### src/rtl/hazard_ctrl_if.sv
// Pipeline hazard bus between the datapath stages and the hazard controller.
interface hazard_ctrl_if #(
  parameter int unsigned XLEN = 32
) ();
  logic [4:0]      Rs1D;
  logic [4:0]      Rs2D;
  logic [4:0]      Rs1E;
  logic [4:0]      Rs2E;
  logic [4:0]      RdE;
  logic            ResultSrcE0;
  logic [4:0]      RdM;
  logic            RegWriteM;
  logic [4:0]      RdW;
  logic            RegWriteW;
  logic            PCSrcE;
  logic [XLEN-1:0] PCTargetE;
  logic            imem_ready;
  logic            StallF;
  logic            StallD;
  logic            FlushD;
  logic            FlushE;
  logic [1:0]      ForwardAE;
  logic [1:0]      ForwardBE;
  logic            PCSrcF;
  logic [XLEN-1:0] PCTargetF;
  logic            fetch_valid;

  // Datapath side: drives register numbers and status, consumes controls.
  modport master (
    output Rs1D, Rs2D, Rs1E, Rs2E, RdE, ResultSrcE0, RdM, RegWriteM, RdW, RegWriteW,
           PCSrcE, PCTargetE, imem_ready,
    input  StallF, StallD, FlushD, FlushE, ForwardAE, ForwardBE, PCSrcF, PCTargetF,
           fetch_valid
  );

  // Controller side.
  modport slave (
    input  Rs1D, Rs2D, Rs1E, Rs2E, RdE, ResultSrcE0, RdM, RegWriteM, RdW, RegWriteW,
           PCSrcE, PCTargetE, imem_ready,
    output StallF, StallD, FlushD, FlushE, ForwardAE, ForwardBE, PCSrcF, PCTargetF,
           fetch_valid
  );
endinterface

### src/rtl/hazard_ctrl.sv
// Hazard controller: boot hold, imem wait sequencing, load-use stall,
// branch redirect (with deferral across imem waits) and EX forwarding.
module hazard_ctrl #(
  parameter int unsigned BOOT_CYCLES = 2,
  parameter int unsigned XLEN        = 32
) (
  input  logic         clk,
  input  logic         rst,
  hazard_ctrl_if.slave bus
);

  typedef enum logic [1:0] {StBoot, StRun, StImemWait} state_e;

  state_e          r_state, w_state_next;
  logic [3:0]      r_boot_cnt, w_boot_cnt_next;
  logic            r_redirect_pend, w_redirect_pend_next;
  logic [XLEN-1:0] r_target, w_target_next;

  logic [1:0]      w_fwd_a, w_fwd_b;
  logic            w_lw_stall;

  // Operand forwarding: M stage result has priority over W; x0 never forwards.
  always_comb begin
    w_fwd_a = 2'b00;
    w_fwd_b = 2'b00;
    if (bus.RegWriteM && bus.RdM != 5'd0 && bus.RdM == bus.Rs1E)      w_fwd_a = 2'b10;
    else if (bus.RegWriteW && bus.RdW != 5'd0 && bus.RdW == bus.Rs1E) w_fwd_a = 2'b01;
    if (bus.RegWriteM && bus.RdM != 5'd0 && bus.RdM == bus.Rs2E)      w_fwd_b = 2'b10;
    else if (bus.RegWriteW && bus.RdW != 5'd0 && bus.RdW == bus.Rs2E) w_fwd_b = 2'b01;
  end

  assign w_lw_stall = bus.ResultSrcE0 && (bus.RdE != 5'd0) &&
                      ((bus.RdE == bus.Rs1D) || (bus.RdE == bus.Rs2D));

  // State, boot counter and deferred-redirect registers.
  always_ff @(posedge clk or posedge rst) begin
    if (rst) begin
      r_state         <= StBoot;
      r_boot_cnt      <= 4'd0;
      r_redirect_pend <= 1'b0;
      r_target        <= '0;
    end else begin
      r_state         <= w_state_next;
      r_boot_cnt      <= w_boot_cnt_next;
      r_redirect_pend <= w_redirect_pend_next;
      r_target        <= w_target_next;
    end
  end

  // Next-state and pipeline control outputs.
  always_comb begin
    w_state_next         = r_state;
    w_boot_cnt_next      = r_boot_cnt;
    w_redirect_pend_next = r_redirect_pend;
    w_target_next        = r_target;
    bus.StallF           = 1'b0;
    bus.StallD           = 1'b0;
    bus.FlushD           = 1'b0;
    bus.FlushE           = 1'b0;
    bus.ForwardAE        = w_fwd_a;
    bus.ForwardBE        = w_fwd_b;
    bus.PCSrcF           = 1'b0;
    bus.PCTargetF        = '0;
    bus.fetch_valid      = 1'b0;

    case (r_state)
      StBoot: begin
        bus.StallF    = 1'b1;
        bus.StallD    = 1'b1;
        bus.FlushD    = 1'b1;
        bus.FlushE    = 1'b1;
        bus.ForwardAE = 2'b00;
        bus.ForwardBE = 2'b00;
        if (r_boot_cnt == 4'(BOOT_CYCLES - 1)) w_state_next = StRun;
        else                                   w_boot_cnt_next = r_boot_cnt + 4'd1;
      end
      StRun: begin
        bus.fetch_valid = 1'b1;
        if (!bus.imem_ready) begin
          // A redirect coinciding with an imem miss is deferred to the wait exit.
          w_state_next    = StImemWait;
          bus.StallF      = 1'b1;
          bus.StallD      = 1'b1;
          bus.FlushE      = 1'b1;
          bus.fetch_valid = 1'b0;
          if (bus.PCSrcE) begin
            w_redirect_pend_next = 1'b1;
            w_target_next        = bus.PCTargetE;
          end
        end else if (bus.PCSrcE) begin
          // D holds a wrong-path instruction, so any load-use stall is moot.
          bus.PCSrcF    = 1'b1;
          bus.PCTargetF = bus.PCTargetE;
          bus.FlushD    = 1'b1;
          bus.FlushE    = 1'b1;
        end else if (w_lw_stall) begin
          bus.StallF = 1'b1;
          bus.StallD = 1'b1;
          bus.FlushE = 1'b1;
        end
      end
      StImemWait: begin
        bus.StallF = 1'b1;
        bus.StallD = 1'b1;
        bus.FlushE = 1'b1;
        if (bus.imem_ready) begin
          w_state_next         = StRun;
          w_redirect_pend_next = 1'b0;
          if (bus.PCSrcE || r_redirect_pend) begin
            bus.PCSrcF    = 1'b1;
            bus.PCTargetF = bus.PCSrcE ? bus.PCTargetE : r_target;
            bus.FlushD    = 1'b1;
            bus.StallF    = 1'b0;
            bus.StallD    = 1'b0;
          end
        end else if (bus.PCSrcE) begin
          w_redirect_pend_next = 1'b1;
          w_target_next        = bus.PCTargetE;
        end
      end
      default: w_state_next = StBoot;
    endcase
  end

endmodule
### src/flat_wrapper.sv
// flat-port wrapper written by rule: the top's interface ports become plain ports
module hazard_ctrl_flat 
#(
  parameter int unsigned BOOT_CYCLES = 2,
  parameter int unsigned XLEN        = 32
)
  (clk, rst, bus_Rs1D, bus_Rs2D, bus_Rs1E, bus_Rs2E, bus_RdE, bus_ResultSrcE0, bus_RdM, bus_RegWriteM, bus_RdW, bus_RegWriteW, bus_PCSrcE, bus_PCTargetE, bus_imem_ready, bus_StallF, bus_StallD, bus_FlushD, bus_FlushE, bus_ForwardAE, bus_ForwardBE, bus_PCSrcF, bus_PCTargetF, bus_fetch_valid);
  hazard_ctrl_if #(.XLEN(XLEN)) bus_i ();
  input  logic clk;
  input  logic rst;
  input wire logic [$bits(bus_i.Rs1D)-1:0] bus_Rs1D;
  input wire logic [$bits(bus_i.Rs2D)-1:0] bus_Rs2D;
  input wire logic [$bits(bus_i.Rs1E)-1:0] bus_Rs1E;
  input wire logic [$bits(bus_i.Rs2E)-1:0] bus_Rs2E;
  input wire logic [$bits(bus_i.RdE)-1:0] bus_RdE;
  input wire logic [$bits(bus_i.ResultSrcE0)-1:0] bus_ResultSrcE0;
  input wire logic [$bits(bus_i.RdM)-1:0] bus_RdM;
  input wire logic [$bits(bus_i.RegWriteM)-1:0] bus_RegWriteM;
  input wire logic [$bits(bus_i.RdW)-1:0] bus_RdW;
  input wire logic [$bits(bus_i.RegWriteW)-1:0] bus_RegWriteW;
  input wire logic [$bits(bus_i.PCSrcE)-1:0] bus_PCSrcE;
  input wire logic [$bits(bus_i.PCTargetE)-1:0] bus_PCTargetE;
  input wire logic [$bits(bus_i.imem_ready)-1:0] bus_imem_ready;
  output wire logic [$bits(bus_i.StallF)-1:0] bus_StallF;
  output wire logic [$bits(bus_i.StallD)-1:0] bus_StallD;
  output wire logic [$bits(bus_i.FlushD)-1:0] bus_FlushD;
  output wire logic [$bits(bus_i.FlushE)-1:0] bus_FlushE;
  output wire logic [$bits(bus_i.ForwardAE)-1:0] bus_ForwardAE;
  output wire logic [$bits(bus_i.ForwardBE)-1:0] bus_ForwardBE;
  output wire logic [$bits(bus_i.PCSrcF)-1:0] bus_PCSrcF;
  output wire logic [$bits(bus_i.PCTargetF)-1:0] bus_PCTargetF;
  output wire logic [$bits(bus_i.fetch_valid)-1:0] bus_fetch_valid;
  assign bus_i.Rs1D = bus_Rs1D;
  assign bus_i.Rs2D = bus_Rs2D;
  assign bus_i.Rs1E = bus_Rs1E;
  assign bus_i.Rs2E = bus_Rs2E;
  assign bus_i.RdE = bus_RdE;
  assign bus_i.ResultSrcE0 = bus_ResultSrcE0;
  assign bus_i.RdM = bus_RdM;
  assign bus_i.RegWriteM = bus_RegWriteM;
  assign bus_i.RdW = bus_RdW;
  assign bus_i.RegWriteW = bus_RegWriteW;
  assign bus_i.PCSrcE = bus_PCSrcE;
  assign bus_i.PCTargetE = bus_PCTargetE;
  assign bus_i.imem_ready = bus_imem_ready;
  assign bus_StallF = bus_i.StallF;
  assign bus_StallD = bus_i.StallD;
  assign bus_FlushD = bus_i.FlushD;
  assign bus_FlushE = bus_i.FlushE;
  assign bus_ForwardAE = bus_i.ForwardAE;
  assign bus_ForwardBE = bus_i.ForwardBE;
  assign bus_PCSrcF = bus_i.PCSrcF;
  assign bus_PCTargetF = bus_i.PCTargetF;
  assign bus_fetch_valid = bus_i.fetch_valid;
  hazard_ctrl #(.BOOT_CYCLES(BOOT_CYCLES), .XLEN(XLEN)) u_core (.clk(clk), .rst(rst), .bus(bus_i));
endmodule
### config.mk
export PLATFORM = sky130hd
export DESIGN_NAME = hazard_ctrl_flat
export DESIGN_NICKNAME = d
export VERILOG_FILES = /design/src/rtl/hazard_ctrl_if.sv /design/src/rtl/hazard_ctrl.sv /design/src/flat_wrapper.sv
export SDC_FILE = /design/constraint.sdc
export NUM_CORES = 1
export LEC_CHECK = 0
export ABC_AREA = 1
export ABC_CLOCK_PERIOD_IN_PS = 1900
export CORE_MARGIN = 1.5
export CORE_UTILIZATION = 45
export DETAILED_ROUTE_END_ITERATION = 10
export MAX_ROUTING_LAYER = met4
export PLACE_DENSITY = 0.77
export SLEW_MARGIN = 0
export SYNTH_ARGS = -nofsm -noshare
export SYNTH_HDL_FRONTEND = slang
export SYNTH_SLANG_ARGS = --single-unit
### constraint.sdc
create_clock -name clk -period 1.9 [get_ports clk]
set_clock_uncertainty 0.2 [all_clocks]
set_input_delay 0.285 -clock clk [delete_from_list [all_inputs] [get_ports clk]]
set_output_delay 0.285 -clock clk [all_outputs]
set_load 0.1 [all_outputs]
==> results.toml, run 1 <==
[timing]
worstEndpointGrtRepair = "bus_PCTargetF[2]"
worst_endpoint_kind = "primary output"

[run_status]
run_status = "did not finish"
failed_stage = "global routing (5_1_grt)"
first-error = "[ERROR DPL-0038] Utilization greater than 100%, impossible to legalize"

[clock_network]
cts_root_buf = "clkbuf_8"
cts.sinks = 39
clockBufferDepth = 2
cts-buffers-inserted = 5
h-tree-depth = 2

[yosys]
synth_cell_types = 24
netlist_instances = 487
avgSynthCellArea_um2 = 6.35
yosysWarnings = 0
syn_area_um2 = 3090
syn_nets = 567
yosysTopAreaCell = "dfrtp_1"
synth_top_area_share_pct = 31.5
yosysSeqAreaShare_pct = 31.5
ys_ff_latch = 39
synth.area.top_cells = "dfrtp_1 (32%), nand2_1 (18%), o21ai_0 (12%), inv_1 (7.8%), nand3_1 (6.0%)"

[placement]
place.gp.congestion = 0.853
dp_hpwl_um = 7800
placed_cell_area_um2 = 5740
port_buffers = 115

[floorplan]
start_util_pct = 46.1
die_h_um = 85.9
die_w_um = 85.9
rows = 30
ios = 116

[grt]
grt_max_degree = 48
-- metrics by stage --
stage / util, % / setup slack [ns] / cells / setup TNS [ns]
2_1_floorplan: - / -0.270 / 487 / -7.47
3_3_place_gp: 85.4 / -0.379 / 713 / -14.11
3_5_place_dp: 85.4 / -0.444 / 713 / -15.81
4_1_cts: 94.2 / -0.347 / 736 / -12.54
-- synth_stat cells --
cell        n
a21oi_1    34
buf_2      13
buf_4       4
buf_6       3
clkbuf_1    8
clkinv_1    1
clkinv_2    1
dfrtp_1    39
ha_1        6
inv_1      64
inv_2       2
nand2_1   145
nand3_1    37
nand4_1     3
nor2_1     19
nor2_2      2
nor3_1      6
o211ai_1    1
o21a_1      1
o21ai_0    73
o31ai_1     1
or2_2       1
xnor2_1    15
xor2_1      8
-- repair_timing --
item	CTS
endpoints found under the setup margin	42
pin swaps	41
setup buffers	8
hold buffers	0
gates resized for setup	107
cloned	7
-- kinds of logic after synthesis --
kind of cell | share of synthesized area, %
AOI/OAI and AO/OA | 18.0
DFF | 31.5
buffers and inverters | 13.4
and+or+nand+nor | 28.1
xor gates and xnor gates | 6.51
adders and majority gates | 2.43
==> inputs of run 2 (changes only) <==
--- a/config.mk
+++ b/config.mk
@@ -8,10 +8,9 @@
 export ABC_AREA = 1
 export ABC_CLOCK_PERIOD_IN_PS = 1900
 export CORE_MARGIN = 1.5
-export CORE_UTILIZATION = 45
+export CORE_UTILIZATION = 40
 export DETAILED_ROUTE_END_ITERATION = 10
-export MAX_ROUTING_LAYER = met4
-export PLACE_DENSITY = 0.77
+export PLACE_DENSITY_LB_ADDON = 0.15
 export SLEW_MARGIN = 0
 export SYNTH_ARGS = -nofsm -noshare
 export SYNTH_HDL_FRONTEND = slang
==> run 2 against run 1 <==
Effect of this change: the flow now finishes, with violations (setup timing); synthesized cell count did not move; area after synthesis is the same.
==> results.toml, run 2 <==
[worst_setup_path]
cp_data_arrival_time_ns = 1.85
start_kind = "flop"
crit_buf_inv = 5
r2r_slack_ns = -0.11
cp_max_fo = 6
crit_type = "reg2out"
cp-end-kind = "output pin"
cp_cell_sequence = "buf_6 > ha_4 > nand2_4 > clkinv_8 > buf_12 > buf_16 > nand3_4 > a21oi_4 > buf_12"
rr_endpoint = "u_core.r_target[16]$_DFFE_PP0P_"
reg2reg_depth = 8
cp_top_family = "buffers and inverters"
rr_startpoint = "u_core.r_state[0]$_DFFE_PP0P_"
cp_slowest_cell = "dfrtp_1"
cp.required_ns = 1.41
crit_top_cell = "buf_12"
cpPeakStageDelay_ns = 0.40

[yosys]
syn_nets = 567
synth.area.top_cells = "dfrtp_1 (32%), nand2_1 (18%), o21ai_0 (12%), inv_1 (7.8%), nand3_1 (6.0%)"
avgSynthCellArea_um2 = 6.35
synth_ff_type = "dfrtp_1"
synth_cell_types = 24
synth_edf_count = 0
yosys.cell_count.top_type = "nand2_1"
yosysSeqAreaShare_pct = 31.5
syn_area_um2 = 3090
netlist_instances = 487
yosysWarnings = 0
synthTopCellsByCount = "nand2_1 (145), o21ai_0 (73), inv_1 (64)"
ys_ff_latch = 39
yosysTopAreaCell = "dfrtp_1"
async_flop_share_pct = 100
synth_top_area_share_pct = 31.5

[placement]
dp_hpwl_um = 7370
dp_cells = 725
port_buffers = 115
place.gp.congestion = 0.832
pre_cts_slack_ns = -0.356

[clock_network]
cts.sinks = 39
h-tree-depth = 2
worstSkewPairLatency_ns = 0.30
cts_root_buf = "clkbuf_8"
cts_tree = "yes"
hold_buffers = 0
cts-buffers-inserted = 5
clk_pin_slew_ns = 0.08
clockBufferDepth = 2

[power_and_ir_drop]
swShare_pct = 53.3
comb_power_share_pct = 76.7
power.net_switching_mw = 4.32
p_total_mw = 8.10
pwr_density_cell_nw_per_um2 = 1240
irDropWorstVdd_v = 0.00102
power.internal_mw = 3.79
p_leak_nw = 2.64
seqPwrFrac_pct = 16.0
clockPowerShare_pct = 7.4

[drt]
vias = 4161
vias_per_cell = 5.53
drtPass1Iterations = 5
post_drt_wl_per_cell_um = 18.6
ant_nets = 0
dr.first_iter.drc_count = 202
drc = 0
finalWirelength_um = 14000

[run_status]
violations = "setup timing"
run_status = "finished with violations"

[finish]
reg_top3 = "u_core.r_target (32), u_core.r_boot_cnt (4), u_core.r_state (2)"
syn_to_final_growth_pct = 112
drive_above_1_share_pct = 38.7
fin_cells = 753
layout_commonest_cell = "nand2_1"
finalCoreUtilization_pct = 89.0
largest_reg_flops = 32
final_nets = 733
largest_register = "u_core.r_target"
layout_common_cells = "nand2_1 (112), o21ai_0 (67), buf_12 (57)"

[timing]
relSlewSlack_pct = 60.8
hold_violations = 0
finalSetupTns_ns = -15.35
period_minus_slack_ns = 2.34
period_share_pct = 123
setup_ws_ns = -0.438
slew_violations = 0
rsz0062_at_grt = "yes"
max_slew.worst_pin.slew_ns = 0.581
setup_viol = 66
max_freq_mhz = 428

[floorplan]
rows = 31
core_um2 = 7370
start_util_pct = 42.0
ios = 116
die_h_um = 91.0
dieArea_um2 = 8270
die_w_um = 91.0

[grt]
overflow = 0
first_global_vias = 4212
grt_max_degree = 42
grt_pass1_wl_um = 20300
grt.total_usage_pct = 30.6
antenna_found_initial = 1

[job]
max-cap-violations = 0

[min_path]
hp-class = "in2async"
## run 2: tightest hold or removal path: cells and delay by family
family                 cells  cell delay (ns)
buffers and inverters      3             0.72
## run 2: power groups by stage
stage	registers (mW)	logic, mW	clock network (mW)
4_1_cts	1.26	5.83	0.594
3_3_place_gp	1.26	5.04	0
5_1_grt	1.31	6.48	0.622
6_report	1.30	6.21	0.596
2_1_floorplan	1.25	3.46	0
3_5_place_dp	1.27	5.14	0
## run 2: kinds of logic (layout without fill, tap and decap cells)
logic type / after synthesis / after routing / synth area share [%]
AOI/OAI and AO/OA: 110 / 110 / 18.0
xor gates and xnor gates: 23 / 23 / 6.51
adders and majority gates: 6 / 6 / 2.43
buffers and inverters: 96 / 262 / 13.4
DFF: 39 / 39 / 31.5
other: 0 / 1 / 0
and+or+nand+nor: 213 / 213 / 28.1
## run 2: what timing repair did
action,4_1_cts,5_1_grt
setup endpoints to repair,43,76
buffers inserted,14,2
cloned,5,3
resized for setup,121,35
pin swaps,57,28
## run 2: how the worst max path moves through the flow
stage | startpoint | end | slack (ns) | cells after the start
global route | u_core.r_state[0]$_DFFE_PP0P_ | bus_PCTargetF[11] | -0.49 | 9
CTS | u_core.r_state[0]$_DFFE_PP0P_ | bus_PCTargetF[11] | -0.35 | 9
detailed placement | bus_imem_ready | bus_PCTargetF[7] | -0.36 | 9
finish | u_core.r_state[0]$_DFFE_PP0P_ | bus_PCTargetF[11] | -0.44 | 9
floorplan | u_core.r_state[1]$_DFFE_PP0P_ | bus_PCTargetF[23] | -0.27 | 7
global placement | bus_imem_ready | bus_PCTargetF[29] | -0.33 | 9
## run 2: cell type report
| cell class | count | area [um2] |
|---|---|---|
| Multi-Input combinational cell | 352 | 2670 |
| Timing Repair Buffer | 187 | 2410 |
| Sequential cell | 39 | 976 |
| Fill cell | 330 | 810 |
| Inverter | 68 | 290 |
| Tap cell | 99 | 124 |
| Clock buffer | 6 | 82.6 |
| Clock inverter | 1 | 5.00 |
| Antenna cell | 1 | 2.50 |
## run 2: routing by layer
| layer | wire length (um) | GRT usage (%) | vias up | part of all wire (%) |
|---|---|---|---|---|
| li1 | - | - | 1885 | - |
| met1 | 5180 | 33.8 | 2026 | 37 |
| met2 | 7490 | 57.5 | 208 | 54 |
| met3 | 778 | 5.36 | 42 | 5.6 |
| met4 | 515 | 11.6 | 0 | 3.7 |
| met5 | 0 | 0 | - | 0 |
## run 2: per-stage QoR
step / area, um2 / hold slack (ns)
after floorplan: 3740 / 0.186
after global placement: 5740 / 0.296
after detailed placement: 5740 / 0.309
after CTS: 6400 / 0.153
after global routing: 6560 / 0.182
final: 6560 / 0.148
No activity file was read; power rests on OpenSTA's default activity.
==> inputs of run 3 (changes only) <==
--- a/config.mk
+++ b/config.mk
@@ -9,9 +9,11 @@
 export ABC_CLOCK_PERIOD_IN_PS = 1900
 export CORE_MARGIN = 1.5
 export CORE_UTILIZATION = 40
+export CTS_BUF_LIST = sky130_fd_sc_hd__clkbuf_4
+export CTS_CLUSTER_SIZE = 16
 export DETAILED_ROUTE_END_ITERATION = 10
 export PLACE_DENSITY_LB_ADDON = 0.15
-export SLEW_MARGIN = 0
+export SLEW_MARGIN = 25
 export SYNTH_ARGS = -nofsm -noshare
 export SYNTH_HDL_FRONTEND = slang
 export SYNTH_SLANG_ARGS = --single-unit
==> run 3 against run 2 <==
Effect of this change: the flow still finishes with violations (setup timing); core utilization is 1.2 points lower; sequential power hardly changed; design area is 1.4% lower; flip-flop and latch count stayed put; setup slack worse by 0.059 ns; first-iteration DRC count is 27% lower; global-route usage is 0.053 points lower; critical path depth stayed put; clock power is 30% lower; routed wire length is 9.1% lower; die area stayed put; critical path type unchanged; largest cell class unchanged; highest routed layer unchanged.
==> results.toml, run 3 (synthesis gave the netlist of run 2 again) <==
[finish]
final_nets = 732
layout_common_cells = "nand2_1 (128), o21ai_0 (67), inv_1 (59)"
drive_above_1_share_pct = 35.1
fill_cells = 369
reg_top3 = "u_core.r_target (32), u_core.r_boot_cnt (4), u_core.r_state (2)"
design_area_um2 = 6470
fin_cells = 751
multi_input_area_um2 = 2610
largest_reg_flops = 32
antennaDiodeCount = 0
syn_to_final_growth_pct = 109
ff_latch_area_um2 = 976
largest_register = "u_core.r_target"
layout_commonest_cell = "nand2_1"

[worst_setup_path]
cp-end-kind = "output pin"
reg2reg_depth = 7
cp_max_fo = 6
cp_top_family = "buffers and inverters"
cp_slowest_cell = "dfrtp_1"
start_kind = "flop"
crit_type = "reg2out"
rr_endpoint = "u_core.r_boot_cnt[3]$_DFFE_PP0P_"
r2r_slack_ns = -0.09
crit_buf_inv = 5
crit_top_cell = "buf_12"
cp_cell_sequence = "buf_6 > ha_4 > nand2_4 > clkinv_8 > buf_12 > buf_16 > nand3_4 > a21oi_4 > buf_12"
cpPeakStageDelay_ns = 0.40
cp.required_ns = 1.41
rr_startpoint = "u_core.r_state[0]$_DFFE_PP0P_"
cp_data_arrival_time_ns = 1.91

[grt]
first_global_vias = 4221
overflow = 0
antenna_found_initial = 0
grt_pass1_wl_um = 20200
grt_max_degree = 42
grt.total_usage_pct = 30.5

[floorplan]
die_h_um = 91.0
start_util_pct = 42.0
rows = 31
dieArea_um2 = 8270
core_um2 = 7370
ios = 116
die_w_um = 91.0

[placement]
place.gp.congestion = 0.832
pre_cts_slack_ns = -0.356
dp_cells = 725
dp_hpwl_um = 7370
placed_cell_area_um2 = 5740
port_buffers = 115

[timing]
setup_ws_ns = -0.497
max_freq_mhz = 417
setup_viol = 60
hold_violations = 0
period_share_pct = 126
max_slew.worst_pin.slew_ns = 0.508
rsz0062_at_grt = "yes"
period_minus_slack_ns = 2.40
fin_worst_hold_slack_ns = 0.0628
slew_violations = 0
relSlewSlack_pct = 65.7

[clock_network]
cts_tree = "yes"
clockBufferDepth = 2
clk_pin_slew_ns = 0.12
cts_root_buf = "clkbuf_4"
h-tree-depth = 2
cts.sinks = 39
cts-buffers-inserted = 5
hold_buffers = 0
worstSkewPairLatency_ns = 0.37

[drt]
dr.first_iter.drc_count = 147
ant_nets = 0
finalWirelength_um = 12700
drc = 0
vias = 4002
drtPass1Iterations = 4
vias_per_cell = 5.33
post_drt_wl_per_cell_um = 16.9

[run_status]
violations = "setup timing"
run_status = "finished with violations"

[job]
max-cap-violations = 0

[power_and_ir_drop]
irDropWorstVdd_v = 0.000954
pwr_density_cell_nw_per_um2 = 1200
p_total_mw = 7.79
p_leak_nw = 2.64

[min_path]
hp-class = "in2async"
run 3: cell types whose count changed in the layout (fill, tap and decap cells not counted), sizes merged, moves of 3 or more:
cell	delta
clkbuf	-3
dlygate4sd2	-12
dlymetal6s2s	+9
clkdlybuf4s15	-5
clkdlybuf4s50	+8
run 3: tightest hold or removal path, stage by stage:
cell             delay, ns
clkdlybuf4s50_1       0.39
inv_1                 0.09
buf_12                0.24
run 3: worst max-delay path by stage:
stage                                              from           endpoint  slack [ns]  depth (start not counted)
after floorplan           u_core.r_state[1]$_DFFE_PP0P_  bus_PCTargetF[23]       -0.27                          7
after global placement                   bus_imem_ready  bus_PCTargetF[29]       -0.33                          9
after detailed placement                 bus_imem_ready   bus_PCTargetF[7]       -0.36                          9
after CTS                 u_core.r_state[0]$_DFFE_PP0P_   bus_PCTargetF[7]       -0.42                          9
after global routing      u_core.r_state[0]$_DFFE_PP0P_  bus_PCTargetF[11]       -0.55                          9
final                     u_core.r_state[0]$_DFFE_PP0P_  bus_PCTargetF[11]       -0.50                          9
run 3: repair_timing:
| action | 4_1_cts | 5_1_grt |
|---|---|---|
| buffers inserted | 14 | 0 |
| pin swaps | 38 | 13 |
| setup endpoints to repair | 43 | 77 |
| gates cloned | 5 | 1 |
| resized for setup | 84 | 30 |
run 3: layout make-up:
class / instances / area share, %
multi-input combinational: 352 / 40.3
tap: 99 / 1.91
clock buffer: 5 / 0.580
clock inverter: 2 / 0.135
sequential: 39 / 15.1
timing repair buffer: 186 / 37.6
inverter: 68 / 4.33
run 3: power breakdown:
group          internal [mW]  total [mW]  leakage [nW]  switching (mW)
combinational           2.35        6.09          2.11            3.74
clock                  0.131       0.419        0.0285           0.288
sequential              1.16        1.28         0.494           0.122
total                   3.64        7.79          2.64            4.15
run 3: routing by layer:
metal	global-route usage, %	part of all wire (%)	vias to the layer above
met3	6.37	4.4	26
met2	57.0	55	138
met4	10.3	2.1	0
met5	0	0	-
met1	34.0	39	1962
li1	-	-	1876
run 3: metrics by stage:
| step | setup TNS (ns) | util, % |
|---|---|---|
| 2_1_floorplan | -7.47 | - |
| 3_3_place_gp | -12.24 | 77.8 |
| 3_5_place_dp | -13.31 | 77.8 |
| 4_1_cts | -16.01 | 86.1 |
| 5_1_grt | -23.69 | 87.8 |
| 6_report | -18.12 | 87.8 |
